==> src/rtl/selector_table_writer_if.sv <==
// rtl/selector_table_writer_if.sv - entry write handshake between producer and table writer
// Carries one (address, data) table entry per transfer under valid/ready.
interface selector_table_writer_if #(
  parameter int AW = 4,
  parameter int DW = 3
);
  logic          wr_valid;
  logic          wr_ready;
  logic [AW-1:0] wr_addr;
  logic [DW-1:0] wr_data;

  modport master (output wr_valid, output wr_addr, output wr_data, input wr_ready);
  modport slave  (input wr_valid, input wr_addr, input wr_data, output wr_ready);
endinterface

==> src/rtl/selector_table_writer.sv <==
// rtl/selector_table_writer.sv - builds the packed address/data table read by the selector stage
// New addresses take the next free slot; repeated addresses overwrite data in place.
module selector_table_writer #(
  parameter int SIZE = 16,
  parameter int K    = 8,
  localparam int AW  = $clog2(SIZE),
  localparam int DW  = $clog2(K),
  localparam int EW  = AW + DW,
  localparam int CW  = $clog2(K) + 1
) (
  input  logic                          clk,
  input  logic                          rst,
  input  logic                          start_i,
  input  logic                          finish_i,
  selector_table_writer_if.slave        wr,
  output logic [EW*K-1:0]               table_out_o,
  output logic [CW-1:0]                 count_o,
  output logic                          busy_o,
  output logic                          done_o
);

  localparam logic [1:0] S_IDLE = 2'd0;
  localparam logic [1:0] S_FILL = 2'd1;
  localparam logic [1:0] S_DONE = 2'd2;

  logic [1:0]    state_q, state_d;
  logic [CW-1:0] count_q, count_d;
  logic [AW-1:0] addr_q [K];
  logic [DW-1:0] data_q [K];

  logic          accept;
  logic          hit;
  logic [DW-1:0] hit_idx;

  assign wr.wr_ready = (state_q == S_FILL) && (count_q < CW'(K)) && !start_i;
  assign accept      = wr.wr_valid && wr.wr_ready;

  always_comb begin
    hit     = 1'b0;
    hit_idx = '0;
    // Descending scan so the lowest-index occupied match wins.
    for (int i = K - 1; i >= 0; i--) begin
      if ((CW'(i) < count_q) && (addr_q[i] == wr.wr_addr)) begin
        hit     = 1'b1;
        hit_idx = DW'(i);
      end
    end
  end

  always_comb begin
    state_d = state_q;
    count_d = count_q;
    if (state_q == S_FILL) begin
      if (accept && !hit) count_d = count_q + CW'(1);
      if (finish_i || (count_d == CW'(K))) state_d = S_DONE;
    end
  end

  always_ff @(posedge clk) begin
    if (rst) begin
      state_q <= S_IDLE;
      count_q <= '0;
      for (int i = 0; i < K; i++) begin
        addr_q[i] <= '0;
        data_q[i] <= '0;
      end
    end else if (start_i) begin
      state_q <= S_FILL;
      count_q <= '0;
      for (int i = 0; i < K; i++) begin
        addr_q[i] <= '0;
        data_q[i] <= '0;
      end
    end else begin
      state_q <= state_d;
      count_q <= count_d;
      if (accept) begin
        if (hit) begin
          data_q[hit_idx] <= wr.wr_data;
        end else begin
          addr_q[count_q[DW-1:0]] <= wr.wr_addr;
          data_q[count_q[DW-1:0]] <= wr.wr_data;
        end
      end
    end
  end

  for (genvar g = 0; g < K; g++) begin : g_pack
    assign table_out_o[g*EW +: EW] = {addr_q[g], data_q[g]};
  end

  assign count_o = count_q;
  assign busy_o  = (state_q == S_FILL);
  assign done_o  = (state_q == S_DONE);

endmodule

==> src/flat_wrapper.sv <==
// flat-port wrapper written by rule: the top's interface ports become plain ports
module selector_table_writer_flat 
#(
  parameter int SIZE = 16,
  parameter int K    = 8,
  localparam int AW  = $clog2(SIZE),
  localparam int DW  = $clog2(K),
  localparam int EW  = AW + DW,
  localparam int CW  = $clog2(K) + 1
)
  (clk, rst, start_i, finish_i, table_out_o, count_o, busy_o, done_o, wr_wr_valid, wr_wr_addr, wr_wr_data, wr_wr_ready);
  selector_table_writer_if #(.AW((4)), .DW((3))) wr_i ();
  input  logic clk;
  input  logic rst;
  input  logic start_i;
  input  logic finish_i;
  output logic [EW*K-1:0] table_out_o;
  output logic [CW-1:0] count_o;
  output logic busy_o;
  output logic done_o;
  input wire logic [$bits(wr_i.wr_valid)-1:0] wr_wr_valid;
  input wire logic [$bits(wr_i.wr_addr)-1:0] wr_wr_addr;
  input wire logic [$bits(wr_i.wr_data)-1:0] wr_wr_data;
  output wire logic [$bits(wr_i.wr_ready)-1:0] wr_wr_ready;
  assign wr_i.wr_valid = wr_wr_valid;
  assign wr_i.wr_addr = wr_wr_addr;
  assign wr_i.wr_data = wr_wr_data;
  assign wr_wr_ready = wr_i.wr_ready;
  selector_table_writer #(.SIZE(SIZE), .K(K)) u_core (.clk(clk), .rst(rst), .start_i(start_i), .finish_i(finish_i), .wr(wr_i), .table_out_o(table_out_o), .count_o(count_o), .busy_o(busy_o), .done_o(done_o));
endmodule
==> config.mk <==
export PLATFORM = sky130hd
export DESIGN_NAME = selector_table_writer_flat
export DESIGN_NICKNAME = d
export VERILOG_FILES = /design/src/rtl/selector_table_writer_if.sv /design/src/rtl/selector_table_writer.sv /design/src/flat_wrapper.sv
export SDC_FILE = /design/constraint.sdc
export NUM_CORES = 1
export LEC_CHECK = 0
export ABC_AREA = 0
export CAP_MARGIN = 20
export CORE_AREA = 3 3 104 116
export DETAILED_ROUTE_END_ITERATION = 7
export DIE_AREA = 0 0 107 119
export GPL_ROUTABILITY_DRIVEN = 0
export GPL_TIMING_DRIVEN = 0
export REMOVE_ABC_BUFFERS = 1
export SKIP_LAST_GASP = 1
export SLEW_MARGIN = 20
export SYNTH_ARGS = -nofsm -noshare
export SYNTH_HDL_FRONTEND = slang
export SYNTH_SLANG_ARGS = --single-unit
==> constraint.sdc <==
create_clock -name clk -period 3.8 [get_ports clk]
set_input_delay 0.38 -clock clk [delete_from_list [all_inputs] [get_ports clk]]
set_output_delay 0.38 -clock clk [all_outputs]
set_load 0.01 [all_outputs]
* Word-level counts from Yosys, hierarchy flattened *
Memory sizes are Yosys's and may differ from the RTL's.
Index checks and enable logic that the tools add are counted.

storage, ports and cells
  register bits = 6
  bits in writable memories = 56
  input bits = 12
  output and inout port bits = 63
  memories = 2

memories
  memory         words  bits a word  rd ports  clocked after Yosys merged registers in  write ports  RTL line                     text
  u_core.addr_q  8      4            8         0                                        8            selector_table_writer.sv:28  logic [AW-1:0] addr_q [K];
  u_core.data_q  8      3            8         0                                        8            selector_table_writer.sv:29  logic [DW-1:0] data_q [K];

operators by class
  add/subtract/negate cells = 1
  order comparisons = 9
  equality and inequality tests = 11
  muxes and demuxes = 61
  bitwise operators = 16
  reduce and logical (&&, ||, !) cells = 23

operators with widths
  kind                   count
  $mux W3                21
  $mux W4                11
  $eq A4 B4 Y1           8
  $mux W1                29
  $lt A3 B4 Y1 const A   4
  $or A1 B1 Y1           16
  $logic_and A1 B1 Y1    12
  $lt A1 B4 Y1 const A   2
  $lt A2 B4 Y1 const A   2
  $reduce_or A3 Y1       2
  $add A4 B1 Y4 const B  1
  $eq A4 B4 Y1 const B   1
  $lt A4 B4 Y1 const B   1
  $reduce_and A2 Y1      2
  $reduce_bool A2 Y1     2
  $reduce_or A4 Y1       1
  $eq A2 B1 Y1 const B   1
  $eq A2 B2 Y1 const B   1
  $logic_not A1 Y1       2
  $reduce_or A2 Y1       1
  $logic_or A1 B1 Y1     1

* Longest topological paths before layout *
An unclocked memory read counts as a cell.

  depth after elaboration = 20
  mapped depth = 10
  mapped depth without buffers = 8

* Worst setup path before layout *
OpenSTA, ideal clock, no wires.

  kind = register -> register
  start = register u_core.count_q[1] (netlist: u_core.count_o[1])
  end = memory u_core.addr_q[6][0] (enable)
  library setup time = 0.361 ns
  arrival = 2.460 ns
  required time = 3.439 ns
  setup slack = 0.978 ns
  cell stages (with the launch flop) = 9
  path buffers = 1
  clock period less this slack = 2.822 ns
  cells stage by stage = dfxtp_1 inv_1 ha_1 a21oi_1 and4_1 or4_4 or4_4 buf_6 o21ai_0

RTL lines
  element                   RTL line                     text
  start: declaration        selector_table_writer.sv:27  logic [CW-1:0] count_q, count_d;
  start signal: assignment  selector_table_writer.sv:76  count_q <= count_d;
  end: declaration          selector_table_writer.sv:28

==> results by group <==
Die
  – Starting density of the core: 0.300
  – Core Box Area: roughly 11000 um2
  – Die area: 12700 um2
  – Die extent in x: about 110 um
  – Row Count: 40
  – Die Ht: 119 um
  – # IOs: 75

Drt
  – Via Count: about 2400
  – DR vias/cell: just under 5
  – DRC viols: 0
  – DR WL/cell: 16.0 um
  – Post-Route WL: between 8 and 9 mm
  – DR pass1 iterations: 4
  – Initial drt markers: ~160
  – Antenna-violating nets left: 0

Critical path
  – R2R depth: 8
  – FF-to-FF End: u_core.data_q[0][0]
  – Critical path required time: around 3.8 ns
  – Worst Path Arrival: 3.50 ns
  – Critical R2R Launch: u_core.count_o[1]
  – Crit path launch type: input pin
  – Worst-path fanout max: 12
  – WS Path Type: input pin to flip-flop
  – CP Capture Type: flip-flop
  – R2R setup slack: 0.41 ns

Global route
  – Total GRT Usage: 0.131
  – Largest net degree at the start of global routing: 20
  – Initial antenna violation count: 0
  – GR Overflow Total: 0
  – Number of global-route vias before repair: 2451
  – First-pass GRT wire length: 12.7 mm

Yosys
  – EDFF count, synth: 56
  – Largest area contributor in the netlist: edfxtp_1
  – Top_reg_cell synth: edfxtp_1
  – Synth Instances: between 200 and 300
  – Post-Syn Area: 3290 um2
  – Avg Cell Area, Syn: 11.7 um2
  – Yosys Warn Count: 0
  – Register area share after synthesis: 0.548
  – Yosys cell types: 45
  – Top-count cell post-synth: edfxtp_1
  – Top cell type's share of synthesized area: 0.511
  – Async set-reset flop share out of synthesis: 0
  – Flop and latch count out of synthesis: 62
  – Area contributors post-synth: edfxtp_1, xnor2_1, dfxtp_1, xor2_1, and2_1
  – Most frequent cells after synthesis: edfxtp_1, nor3_1, xnor2_1

Pwr
  – PwrDens: between 300 and 400 nW/um2
  – Max IR drop VDD: 251 uV
  – Tot Pwr: 1.63 mW
  – Leak pwr: 1.53 nW

Clocking
  – TritonCTS Buffers: 9
  – Number of hold buffers added after CTS: 0
  – H-tree levels: 3
  – Longest Clk Path Bufs: 2
  – Worst-path clk slew: 0.05 ns
  – Root buffer cell: clkbuf_16
  – # clock sinks: 62
  – CTS tree: done
  – Clk Latency, worst-skew pair: 0.32 ns

Timing
  – Slew HR: 0.402
  – Pins Over Slew Limit: 0
  – Crit share post-route: 0.930
  – Final Hold Viols: 0
  – Final setup fails: 0
  – RSZ-0062 raised after global routing: false
  – Worst slew pin tran: about 0.9 ns
  – FMAX: approximately 280 MHz
  – Final min period: around 3.5 ns
  – Final Skew: 0.00735 ns

Final layout
  – Post-route cell area: about 4400 um2
  – Area Overhead vs Synth: 33.2%
  – Total Nets Final: 365
  – Multi-input logic area: 1360 um2
  – Register Area: around 1800 um2
  – Layout cells sized above 1: 0.0847
  – Ant. Diodes: 0
  – Layout fillers: between 1000 and 1500

Place
  – Final HPWL DP: between 5 and 6 mm
  – PortBufs: 74
  – Placed inst area: 4120 um2

Min path
  – Hold Path Origin: u_core.state_q[1]
  – Hold worst-path end: u_core.state_q[1]
  – Worst Hold Class: flip-flop to flip-flop
  – Hold path depth: 2

Outcome
  – Status: complete, no violations

Flow run
  – Max Cap Viol: 0
==> metal layers <==
| metal | global-route usage | vias up | share of wire |
|---|---|---|---|
| met5 | 0 | - | 0 |
| met4 | 0.0592 | 0 | 0.023 |
| met3 | 0.0347 | 16 | 0.059 |
| met2 | 0.210 | 91 | 0.49 |
| met1 | 0.164 | 1136 | 0.43 |
| li1 | - | 1178 | - |
==> cells in the final DEF (no fill, tap or decap), types with 4 or more instances in the layout <==
cell,count
xnor2_1,19
and3_1,13
o31ai_1,4
nor2b_1,4
nor3_1,19
inv_1,7
nor4_2,6
and2_1,17
clkdlybuf4s50_1,72
dfxtp_1,6
nor3b_1,14
clkbuf_16,9
o21ai_0,5
nor3_2,5
nand2_1,7
a21oi_1,6
nand3_1,8
xor2_1,13
nand2b_1,12
edfxtp_1,56
nor2_1,11
==> where the power goes <==
part / switching [mW] / leakage (nW) / internal [mW]
sequential: 0.0165 / 0.673 / 0.770
combinational: 0.0808 / 0.734 / 0.0823
clock: 0.259 / 0.121 / 0.424
==> worst max path at each step <==
stage / from / slack, ns / cells after the start / end
after global placement: start_i / -0.84 / 6 / u_core.addr_q[7][2]
after CTS: wr_wr_addr[3] / 0.11 / 8 / u_core.addr_q[7][2]
after global routing: wr_wr_addr[0] / 0.02 / 8 / u_core.data_q[6][0]
after detailed placement: wr_wr_addr[3] / -0.60 / 8 / u_core.addr_q[7][2]
after floorplan: u_core.count_o[1] / 0.79 / 8 / u_core.addr_q[7][0]
final: wr_wr_addr[0] / 0.27 / 8 / u_core.data_q[6][0]
==> final cells by class <==
class,count,share of cell area
repair buffers,76,0.175
inverters,7,0.00600
clock inverters,4,0.00371
multi-input cells,195,0.310
flip-flops and latches,62,0.411
clock buffers,10,0.0523
well taps,147,0.0420
==> logic make-up after synthesis <==
family / synth area share
AND/OR/NAND/NOR: 0.253
flip-flops: 0.548
AO/OA/AOI/OAI: 0.0632
XOR/XNOR: 0.0852
buffers and inverters: 0.0396
multiplexers: 0.00304
adder cells (fa/ha/maj): 0.00761
==> through the flow <==
stage | hold slack (ns) | instances | util | setup TNS (ns) | setup WS (ns)
3_5_place_dp | 0.567 | 486 | 0.376 | -12.14 | -0.602
2_1_floorplan | 0.457 | 264 | - | 0 | 0.786
3_3_place_gp | 0.557 | 485 | 0.375 | -31.77 | -0.838
5_1_grt | 0.640 | 501 | 0.400 | 0 | 0.0243
4_1_cts | 0.573 | 501 | 0.399 | 0 | 0.110
6_report | 0.571 | 501 | 0.400 | 0 | 0.265
==> flip-flops by register name (all words and copies together) (netlist names) <==
signal	flops
u_core.addr_q	32
u_core.data_q	24
u_core.count_o	4
u_core.state_q	2
==> worst max-delay path, stage by stage <==
cell and delay (ns):
clkdlybuf4s50_1 0.76, inv_1 0.43, o2bb2ai_1 0.13, or4_1 0.55, and3_1 0.19, o21ai_1 0.27
nand2_1 0.27, o31ai_1 0.51
==> repair_timing <==
action	4_1_cts	5_1_grt
setup buffers	1	0
endpoints found under the setup margin	16	14
pin swaps	1	0
resized for setup	0	4
No activity file was read; power rests on OpenSTA's default activity.
